--- config.mk ---
export PLATFORM = sky130hd
export DESIGN_NAME = mouse_paddle_axis
export DESIGN_NICKNAME = d
export VERILOG_FILES = /design/src/rtl/mouse_paddle_pkg.sv /design/src/rtl/mouse_axis_acc.sv /design/src/rtl/mouse_paddle_axis.sv
export SDC_FILE = /design/constraint.sdc
export NUM_CORES = 1
export LEC_CHECK = 0
export CAP_MARGIN = 20
export CORE_UTILIZATION = 35
export DETAILED_ROUTE_END_ITERATION = 7
export GPL_ROUTABILITY_DRIVEN = 0
export PLACE_DENSITY = 0.63
export SYNTH_ARGS = -nofsm -noshare
export SYNTH_HDL_FRONTEND = slang
export SYNTH_SLANG_ARGS = --single-unit
--- constraint.sdc ---
create_clock -name clk_sys -period 5.2 [get_ports clk_sys]
set_input_delay 0.78 -clock clk_sys [delete_from_list [all_inputs] [get_ports clk_sys]]
set_output_delay 0.78 -clock clk_sys [all_outputs]
set_load 0.01 [all_outputs]
--- src/rtl/mouse_paddle_pkg.sv ---
// rtl/mouse_paddle_pkg.sv - PS/2 packet field offsets and paddle arithmetic helpers
package mouse_paddle_pkg;

   // Bit positions inside the 25-bit hps_io ps2_mouse bus
   localparam int STB_BIT = 24;
   localparam int XS_BIT  = 4;
   localparam int YS_BIT  = 5;
   localparam int X_LSB   = 8;
   localparam int Y_LSB   = 16;

   // Limit a scaled delta to +/- mx
   function automatic logic signed [31:0] clamp_step(input logic signed [31:0] v,
                                                     input int                 mx);
      if (v > mx) begin
         return mx;
      end else if (v < -mx) begin
         return -mx;
      end
      return v;
   endfunction

   // acc + d, saturated to the two's-complement range of a width-bit value.
   // Operands are small (an accumulator plus a clamped step), so 32 bits
   // cannot wrap for any width that fits the output.
   function automatic logic signed [31:0] sat_add(input logic signed [31:0] acc,
                                                  input logic signed [31:0] d,
                                                  input int                 width);
      logic signed [31:0] s;
      logic signed [31:0] hi;
      logic signed [31:0] lo;
      s  = acc + d;
      hi = (32'sd1 <<< (width - 1)) - 32'sd1;
      lo = -(32'sd1 <<< (width - 1));
      if (s > hi) begin
         return hi;
      end else if (s < lo) begin
         return lo;
      end
      return s;
   endfunction

endpackage

--- src/rtl/mouse_axis_acc.sv ---
// rtl/mouse_axis_acc.sv - one paddle axis: scale, clamp, invert, saturate, decay
module mouse_axis_acc
   import mouse_paddle_pkg::*;
#(
   parameter int ACC_W    = 8,
   parameter int MAX_STEP = 10
) (
   input  logic             clk_sys,
   input  logic             reset_n,
   input  logic             sign,
   input  logic [7:0]       mag,
   input  logic [1:0]       sens,
   input  logic             inv,
   input  logic             clear,
   input  logic             pkt,
   input  logic             decay_tick,
   output logic [ACC_W-1:0] nxt
);

   logic [ACC_W-1:0]   acc;
   logic signed [31:0] raw;
   logic signed [31:0] sh;
   logic signed [31:0] cl;
   logic signed [31:0] d;
   logic signed [31:0] acc_ext;
   logic [ACC_W-1:0]   pkt_val;
   logic [ACC_W-1:0]   dec_val;

   // Delta path is evaluated wider than the accumulator, so negating
   // -MAX_STEP and adding to the range limits never wraps before saturation.
   assign raw     = {{23{sign}}, sign, mag};
   assign sh      = raw >>> sens;
   assign cl      = clamp_step(sh, MAX_STEP);
   assign d       = inv ? -cl : cl;
   assign acc_ext = {{(32 - ACC_W){acc[ACC_W-1]}}, acc};
   assign pkt_val = ACC_W'(sat_add(acc_ext, d, ACC_W));

   // One step toward zero; zero stays put
   assign dec_val = (acc == '0) ? acc :
                    (acc[ACC_W-1] ? acc + ACC_W'(1) : acc - ACC_W'(1));

   // Next accumulator value: clear beats packet beats decay
   always_comb begin
      nxt = acc;
      if (clear) begin
         nxt = '0;
      end else if (pkt) begin
         nxt = pkt_val;
      end else if (decay_tick) begin
         nxt = dec_val;
      end
   end

   // Accumulator register
   always_ff @(posedge clk_sys or negedge reset_n) begin
      if (!reset_n) begin
         acc <= '0;
      end else begin
         acc <= nxt;
      end
   end

endmodule

--- src/rtl/mouse_paddle_axis.sv ---
// rtl/mouse_paddle_axis.sv - PS/2 mouse to paddle emulation with joystick arbitration
module mouse_paddle_axis
   import mouse_paddle_pkg::*;
#(
   parameter int ACC_W        = 8,
   parameter int MAX_STEP     = 10,
   parameter int DECAY_PERIOD = 65536
) (
   input  logic             clk_sys,
   input  logic             reset_n,
   input  logic [24:0]      ps2_mouse,
   input  logic [15:0]      joya,
   input  logic [1:0]       sens,
   input  logic             inv_x,
   input  logic             inv_y,
   input  logic             recenter,
   input  logic             decay_en,
   output logic [ACC_W-1:0] pad_x,
   output logic [ACC_W-1:0] pad_y,
   output logic [2:0]       mouse_btn,
   output logic             mouse_active
);

   localparam int             CW       = $clog2(DECAY_PERIOD);
   localparam logic [CW-1:0]  CNT_LAST = CW'(DECAY_PERIOD - 1);

   logic             old_stb;
   logic             stb_evt;
   logic             joy_any;
   logic             clear;
   logic             decay_run;
   logic             tick;
   logic             active_nxt;
   logic [CW-1:0]    cnt;
   logic [ACC_W-1:0] nxt_x;
   logic [ACC_W-1:0] nxt_y;
   logic [ACC_W-1:0] joy_x;
   logic [ACC_W-1:0] joy_y;
   logic             unused_bits;

   // Status bits of the PS/2 header byte this block does not interpret
   assign unused_bits = ^{ps2_mouse[7:6], ps2_mouse[3]};

   // Any toggle of the strobe is a new packet
   assign stb_evt = ps2_mouse[STB_BIT] ^ old_stb;
   assign joy_any = |joya;
   assign clear   = joy_any | recenter;

   // Any stick deflection hands control back to the joystick
   assign active_nxt = joy_any ? 1'b0 : (stb_evt ? 1'b1 : mouse_active);

   assign decay_run = decay_en & mouse_active;
   assign tick      = decay_run && (cnt == CNT_LAST);

   // Fit the stick byte to the accumulator width
   generate
      if (ACC_W > 8) begin : g_joy_ext
         assign joy_x = {{(ACC_W - 8){joya[7]}}, joya[7:0]};
         assign joy_y = {{(ACC_W - 8){joya[15]}}, joya[15:8]};
      end else begin : g_joy_trunc
         assign joy_x = joya[7 -: ACC_W];
         assign joy_y = joya[15 -: ACC_W];
      end
   endgenerate

   mouse_axis_acc #(
      .ACC_W    (ACC_W),
      .MAX_STEP (MAX_STEP)
   ) u_axis_x (
      .clk_sys    (clk_sys),
      .reset_n    (reset_n),
      .sign       (ps2_mouse[XS_BIT]),
      .mag        (ps2_mouse[X_LSB +: 8]),
      .sens       (sens),
      .inv        (inv_x),
      .clear      (clear),
      .pkt        (stb_evt),
      .decay_tick (tick),
      .nxt        (nxt_x)
   );

   mouse_axis_acc #(
      .ACC_W    (ACC_W),
      .MAX_STEP (MAX_STEP)
   ) u_axis_y (
      .clk_sys    (clk_sys),
      .reset_n    (reset_n),
      .sign       (ps2_mouse[YS_BIT]),
      .mag        (ps2_mouse[Y_LSB +: 8]),
      .sens       (sens),
      .inv        (inv_y),
      .clear      (clear),
      .pkt        (stb_evt),
      .decay_tick (tick),
      .nxt        (nxt_y)
   );

   // Strobe history; updates even when the packet is dropped
   always_ff @(posedge clk_sys or negedge reset_n) begin
      if (!reset_n) begin
         old_stb <= 1'b0;
      end else begin
         old_stb <= ps2_mouse[STB_BIT];
      end
   end

   // Auto-centre interval counter, parked at zero while decay is idle
   always_ff @(posedge clk_sys or negedge reset_n) begin
      if (!reset_n) begin
         cnt <= '0;
      end else if (!decay_run || tick) begin
         cnt <= '0;
      end else begin
         cnt <= cnt + CW'(1);
      end
   end

   // Source select and output registers, fed from next-state values so a
   // packet is visible one cycle after the bus changes
   always_ff @(posedge clk_sys or negedge reset_n) begin
      if (!reset_n) begin
         mouse_active <= 1'b0;
         pad_x        <= '0;
         pad_y        <= '0;
         mouse_btn    <= 3'b000;
      end else begin
         mouse_active <= active_nxt;
         pad_x        <= active_nxt ? nxt_x : joy_x;
         pad_y        <= active_nxt ? nxt_y : joy_y;
         mouse_btn    <= active_nxt ? ps2_mouse[2:0] : 3'b000;
      end
   end

endmodule

# Yosys cells after proc, flatten, opt, wreduce, memory -nomap -nowiden

Cells that the tools add are included.

Register bits: 53
Bits of input ports: 49
Output and inout bits: 20
Logic and storage cells: 75

Add/sub/neg operators: 9
Magnitude comparators: 8
Eq/ne operators: 1
Shift-type cells: 2
Muxes and demuxes: 38
Bitwise gates (word level): 3
Reduce and logical (&&, ||, !) cells: 6

Operator list:

| cell                                                            | number |
|---|---|
| two-way mux 32 bit                                              | 8 |
| two-way mux 8 bit                                               | 18 |
| adder 8 x 32 -> 32 bit                                          | 2 |
| greater-than comparator 32 x 5 -> 1 bit (second input constant) | 2 |
| greater-than comparator 32 x 8 -> 1 bit (second input constant) | 2 |
| less-than comparator 32 x 5 -> 1 bit (second input constant)    | 2 |
| less-than comparator 32 x 8 -> 1 bit (second input constant)    | 2 |
| negator 32 bit                                                  | 2 |
| >>> shifter 9 x 2 -> 32 bit                                     | 2 |
| adder 16 x 1 -> 16 bit (second input constant)                  | 1 |
| adder 8 x 1 -> 8 bit (second input constant)                    | 2 |
| equality test 16 bit (second input constant)                    | 1 |
| zero test 8 bit                                                 | 2 |
| two-way mux 16 bit                                              | 1 |
| OR reduction 16 bit                                             | 1 |
| subtractor 8 x 1 -> 8 bit (second input constant)               | 2 |
| two-way mux 1 bit                                               | 10 |
| two-way mux 3 bit                                               | 1 |
| AND 1 bit                                                       | 1 |
| logical AND 1 bit                                               | 1 |
| zero test 1 bit                                                 | 1 |
| logical OR 1 bit                                                | 1 |
| bitwise OR 1 bit                                                | 1 |
| bitwise XOR 1 bit                                               | 1 |

# Longest topological paths before layout

Depth in word-level cells: 15
Gate-level depth with buffers: 30

# Cells and area by module

From an unflattened synthesis, not the netlist that was laid out.

Cell total of the unflattened synthesis: 1103
Area, all modules: 8436.8 um^2

By module, submodules not included:

| module                     | instances | cells an instance | area each (um^2) |
|---|---|---|---|
| mouse_axis_acc at u_axis_y | 1         | 525               | 3683.5 |
| mouse_axis_acc at u_axis_x | 1         | 443               | 3214.3 |
| mouse_paddle_axis          | 1         | 135               | 1539.0 |

# Worst setup path before layout

Ideal clock, no wire load.

Path type: input port to flip-flop
Start point: input sens[1]
End point: register pad_y[0]
Setup time: 0.133 ns
Data arrival time: 6.353 ns
Required time: 5.067 ns
Path slack: -1.286 ns
Stages on the path: 26
Buffers on the path: 4
Path through: buf_2 > buf_2 > mux2_2 > mux2i_1 > o21ai_0 > a2111oi_1 > o21ai_1 > nand2b_1 > inv_1 > ha_1 > nand2_1 > or3_1 > ha_1 > a21oi_1 > ha_1 > buf_2 > nand2_1 > or3_4 > or3_4 > a21boi_2 > o2111a_1 > nand4b_1 > or4_1 > buf_2 > a31oi_1 > o31ai_1

Word-level cells in the longest chain between the ends: 15
Elaborated cells on any way between the ends: 19
Those cells by class: 2 x add/sub; 4 x order compare; 1 x shift; 12 x mux

Ends and longest elaborated chain:

| what                                 | RTL line                 | RTL |
|---|---|---|
| start: declaration                   | mouse_paddle_axis.sv:13  | `input logic [1:0] sens,` |
| >>> shifter 9 x 2 -> 32 bit *        | mouse_axis_acc.sv:32     | `assign sh = raw >>> sens;` |
| less-than comparator 32 x 5 -> 1 bit | mouse_paddle_pkg.sv:16   | `end else if (v < -mx) begin` |
| two-way mux 1 bit                    | mouse_paddle_pkg.sv:16   |  |
| two-way mux 1 bit                    | mouse_paddle_pkg.sv:14   | `if (v > mx) begin` |
| two-way mux 32 bit *                 | mouse_paddle_pkg.sv:19   | `return v;` |
| negator 32 bit                       | mouse_axis_acc.sv:34     | `assign d = inv ? -cl : cl;` |
| two-way mux 32 bit *                 | mouse_axis_acc.sv:34     |  |
| adder 8 x 32 -> 32 bit *             | mouse_paddle_pkg.sv:31   | `s = acc + d;` |
| less-than comparator 32 x 8 -> 1 bit | mouse_paddle_pkg.sv:36   | `end else if (s < lo) begin` |
| two-way mux 1 bit                    | mouse_paddle_pkg.sv:36   |  |
| two-way mux 1 bit                    | mouse_paddle_pkg.sv:34   | `if (s > hi) begin` |
| two-way mux 8 bit *                  | mouse_paddle_pkg.sv:39   | `return s;` |
| two-way mux 8 bit *                  | mouse_axis_acc.sv:47     | `end else if (pkt) begin` |
| two-way mux 8 bit *                  | mouse_axis_acc.sv:45     | `if (clear) begin` |
| two-way mux 8 bit *                  | mouse_paddle_axis.sv:129 | `pad_y <= active_nxt ? nxt_y : joy_y;` |
| end signal: assignment               | mouse_paddle_axis.sv:129 |  |
| end: declaration                     | mouse_paddle_axis.sv:19  | `output logic [ACC_W-1:0] pad_y,` |

Mark *: on every way between the ends. The rest lies on a longest branch, timed or not.

# Worst setup path after layout

Ends and elaborated chain as after synthesis.

==> run_results.csv <==
group,metric,value,unit
power_and_ir_drop,cellLeakagePower,6.27,nW
worst_setup_path,cp.depth,27,
worst_setup_path,cp_max_fo,7,
placed_design,dp.cells,1837,
sta,fin_skew,0.00433,ns
logic_synthesis,ys_top_cells_by_area,"dfrtp_1, ha_1, a21oi_1",
worst_setup_path,critPathLaunch,"sens[1]",
layout,final_nets,1718,
worst_setup_path,crit_slowest_cell,"or4_4",
clocking,clockRootBuffer,"clkbuf_16",
global_route,overflow,0,
logic_synthesis,ys_ff_latch,53,
logic_synthesis,yosysSeqAreaShare,15.2,%
power_and_ir_drop,ir_drop,0.165,mV
sta,finalHoldViolCount,0,
layout,drive_gt1_share,41.8,%
worst_setup_path,r2r-start,"u_axis_y.acc[7]",
routing,totalWireLength,33.0,mm
routing,drt_pass1_iterations,8,
sta,fmaxAchievable,167,MHz
logic_synthesis,synth_flop_cell,"dfrtp_1",
sta,tns,-21.66,ns
routing,wl_per_cell,17.3,um
job,maxCapViolations,0,
sta,setup_ws,-0.781,ns
sta,maxSlewViolCount,0,
global_route,grt_pass1_wl,52.2,mm
floorplan,fp.dieH,160,um
layout,layout_commonest_cell,"buf_4",
worst_setup_path,cp-end-kind,"flop",
placed_design,portBuffers,65,
routing,drtAntennaViolNets,0,
sta,slew_headroom,28.5,%
floorplan,num_rows,57,
sta,finalSetupViolations,32,
layout,final_cells,1904,
logic_synthesis,yosysWarnings,0,
floorplan,dieArea,25600,sq um
worst_setup_path,endpoint,"pad_y[0]",
floorplan,pin_count,69,
status,run_status,"finished, violations left",
clocking,cts.clk_slew.worst_paths,0.07,ns
logic_synthesis,postSynthAreaPerCell,7.43,sq um
placed_design,dp_hpwl,25.1,mm
sta,rsz0062_at_grt,"true",
logic_synthesis,syn_nets,1314,
worst_setup_path,start_kind,"primary input",
worst_setup_path,cpLargestDelayFamily,"simple AND/OR/NAND/NOR gates",
floorplan,core_area,24400,sq um
clocking,ctsHoldBuffers,0,
logic_synthesis,yosys.area.top_type_share,15.2,%
routing,vias,10700,
worst_setup_path,worstPathRequired,5.34,ns
global_route,grt_pass1_vias,10600,
routing,avgViaCountPerCell,5.62,
worst_setup_path,cp.arrival,6.12,ns
routing,post-route-drc-count,0,
min_path,hold_class,"reg2reg",
worst_setup_path,crit_type,"in2reg",
worst_setup_path,timing.critical_path.slowest_cell_delay,0.66,ns
global_route,antenna_found_initial,2,
global_route,track_usage,24.6,%
layout,syn2layout_area_growth,64.1,%
global_route,grt_max_degree,54,
placed_design,preCtsSetupSlack,-1.78,ns
clocking,cts_tree,"yes",
logic_synthesis,synthCells,1174,
sta,worst_pin_slew,1.07,ns
worst_setup_path,critPathBufInv,6,
clocking,cts-htree-levels,2,
clocking,clk_path_buf_depth,2,
sta,period_minus_slack,5.98,ns
routing,drtIter0Drc,566,
clocking,clkLatencyLatePin,0.29,ns
logic_synthesis,yosysUniqueCellTypes,88,
floorplan,initial_core_util,35.8,%
floorplan,die_w,160,um
worst_setup_path,reg2reg_to,"pad_y[0]",
worst_setup_path,ff2ff_setup_slack,1.18,ns
power_and_ir_drop,powerDensity,118,nW/um^2
sta,finalCritPeriodShare,115,%
logic_synthesis,synthArstFlopShare,100,%
logic_synthesis,synthesis.area,8730,sq um
logic_synthesis,yosysTopAreaCell,"dfrtp_1",
layout,layout_common_cells,"buf_4, nand2_1, nor2_1",
sta,hold_ws,0.490,ns
worst_setup_path,rr_worst_depth,15,
status,violations,"setup timing",
logic_synthesis,synth_edf_count,0,
clocking,cts_buffers,5,
clocking,cts.sinks,53,
==> repair_timing <==
action,4_1_cts,5_1_grt
buffers inserted,36,23
endpoints found under the hold margin,0,0
setup endpoints to repair,32,32
pin swaps,88,81
resized for setup,166,124
gates cloned,2,0
==> metal layers <==
| layer | routed length (um) | vias up | track usage (%) |
|---|---|---|---|
| li1 | - | 5202 | - |
| met1 | 14000 | 5107 | 30.9 |
| met2 | 16200 | 297 | 42.7 |
| met3 | 1340 | 96 | 2.60 |
| met4 | 1380 | 2 | 10.3 |
| met5 | 14 | - | 0 |
==> worst min path at each step <==
stage,start,end,slack [ns],depth (start not counted)
final,cnt[0],cnt[0],0.49,1
after global routing,cnt[0],cnt[0],0.54,1
after CTS,cnt[0],cnt[0],0.49,1
after detailed placement,cnt[0],cnt[0],0.48,1
after global placement,cnt[0],cnt[0],0.47,1
after floorplan,cnt[0],cnt[0],0.45,1
==> stage by stage <==
step	instance area [sq um]	util, %	power [mW]
global route	14300	58.7	1.78
CTS	13600	55.6	1.63
detailed placement	12400	50.6	1.12
finish	14300	58.7	1.69
floorplan	9150	-	0.797
global placement	12400	50.6	1.11
==> where the power goes <==
group	switching (mW)	total, mW	internal [mW]
clock	0.146	0.421	0.275
sequential	0.00268	0.421	0.419
combinational	0.436	0.851	0.415
==> cells in the mapped netlist, drive strengths merged (21+ instances only) <==
master,number
a211oi,21
buf,31
clkbuf,23
o211ai,27
nor2,98
nor3,32
nor4,21
a21o,25
nand2,127
a21oi,111
xnor2,32
inv,47
xor2,35
o21ai,80
dfrtp,53
ha,87
nand3,27
==> logic make-up after synthesis <==
group / share of synthesized area, %
DFF: 15.2
AOI/OAI and AO/OA: 31.1
adders and majority gates: 13.4
xor gates and xnor gates: 6.72
muxes: 3.28
and+or+nand+nor: 25.4
buffers and inverters: 4.89
==> final cells by class <==
cell class / count / area, sq um
Clock inverter: 3 / 65.1
Clock buffer: 5 / 125
Multi-Input combinational cell: 1020 / 8500
Sequential cell: 53 / 1330
Inverter: 47 / 181
Tap cell: 324 / 405
Timing Repair Buffer: 451 / 3710
Antenna cell: 1 / 2.50
Fill cell: 2127 / 10100
==> state kept, by name, summed over array words and instances (netlist names) <==
register,cells
u_axis_y.acc,8
mouse_btn,3
u_axis_x.acc,8
pad_x,8
mouse_active,1
cnt,16
old_stb,1
pad_y,8
==> worst reg2reg max path, delay by kind of cell, from the launching register on <==
family,cells,cell delay (ns)
buffers and inverters,4,0.76
AO/OA/AOI/OAI,3,0.69
AND/OR/NAND/NOR,7,1.50
adder cells (fa/ha/maj),1,0.28
flip-flops,1,0.67
Note: power is estimated with default switching activity, not from simulation.
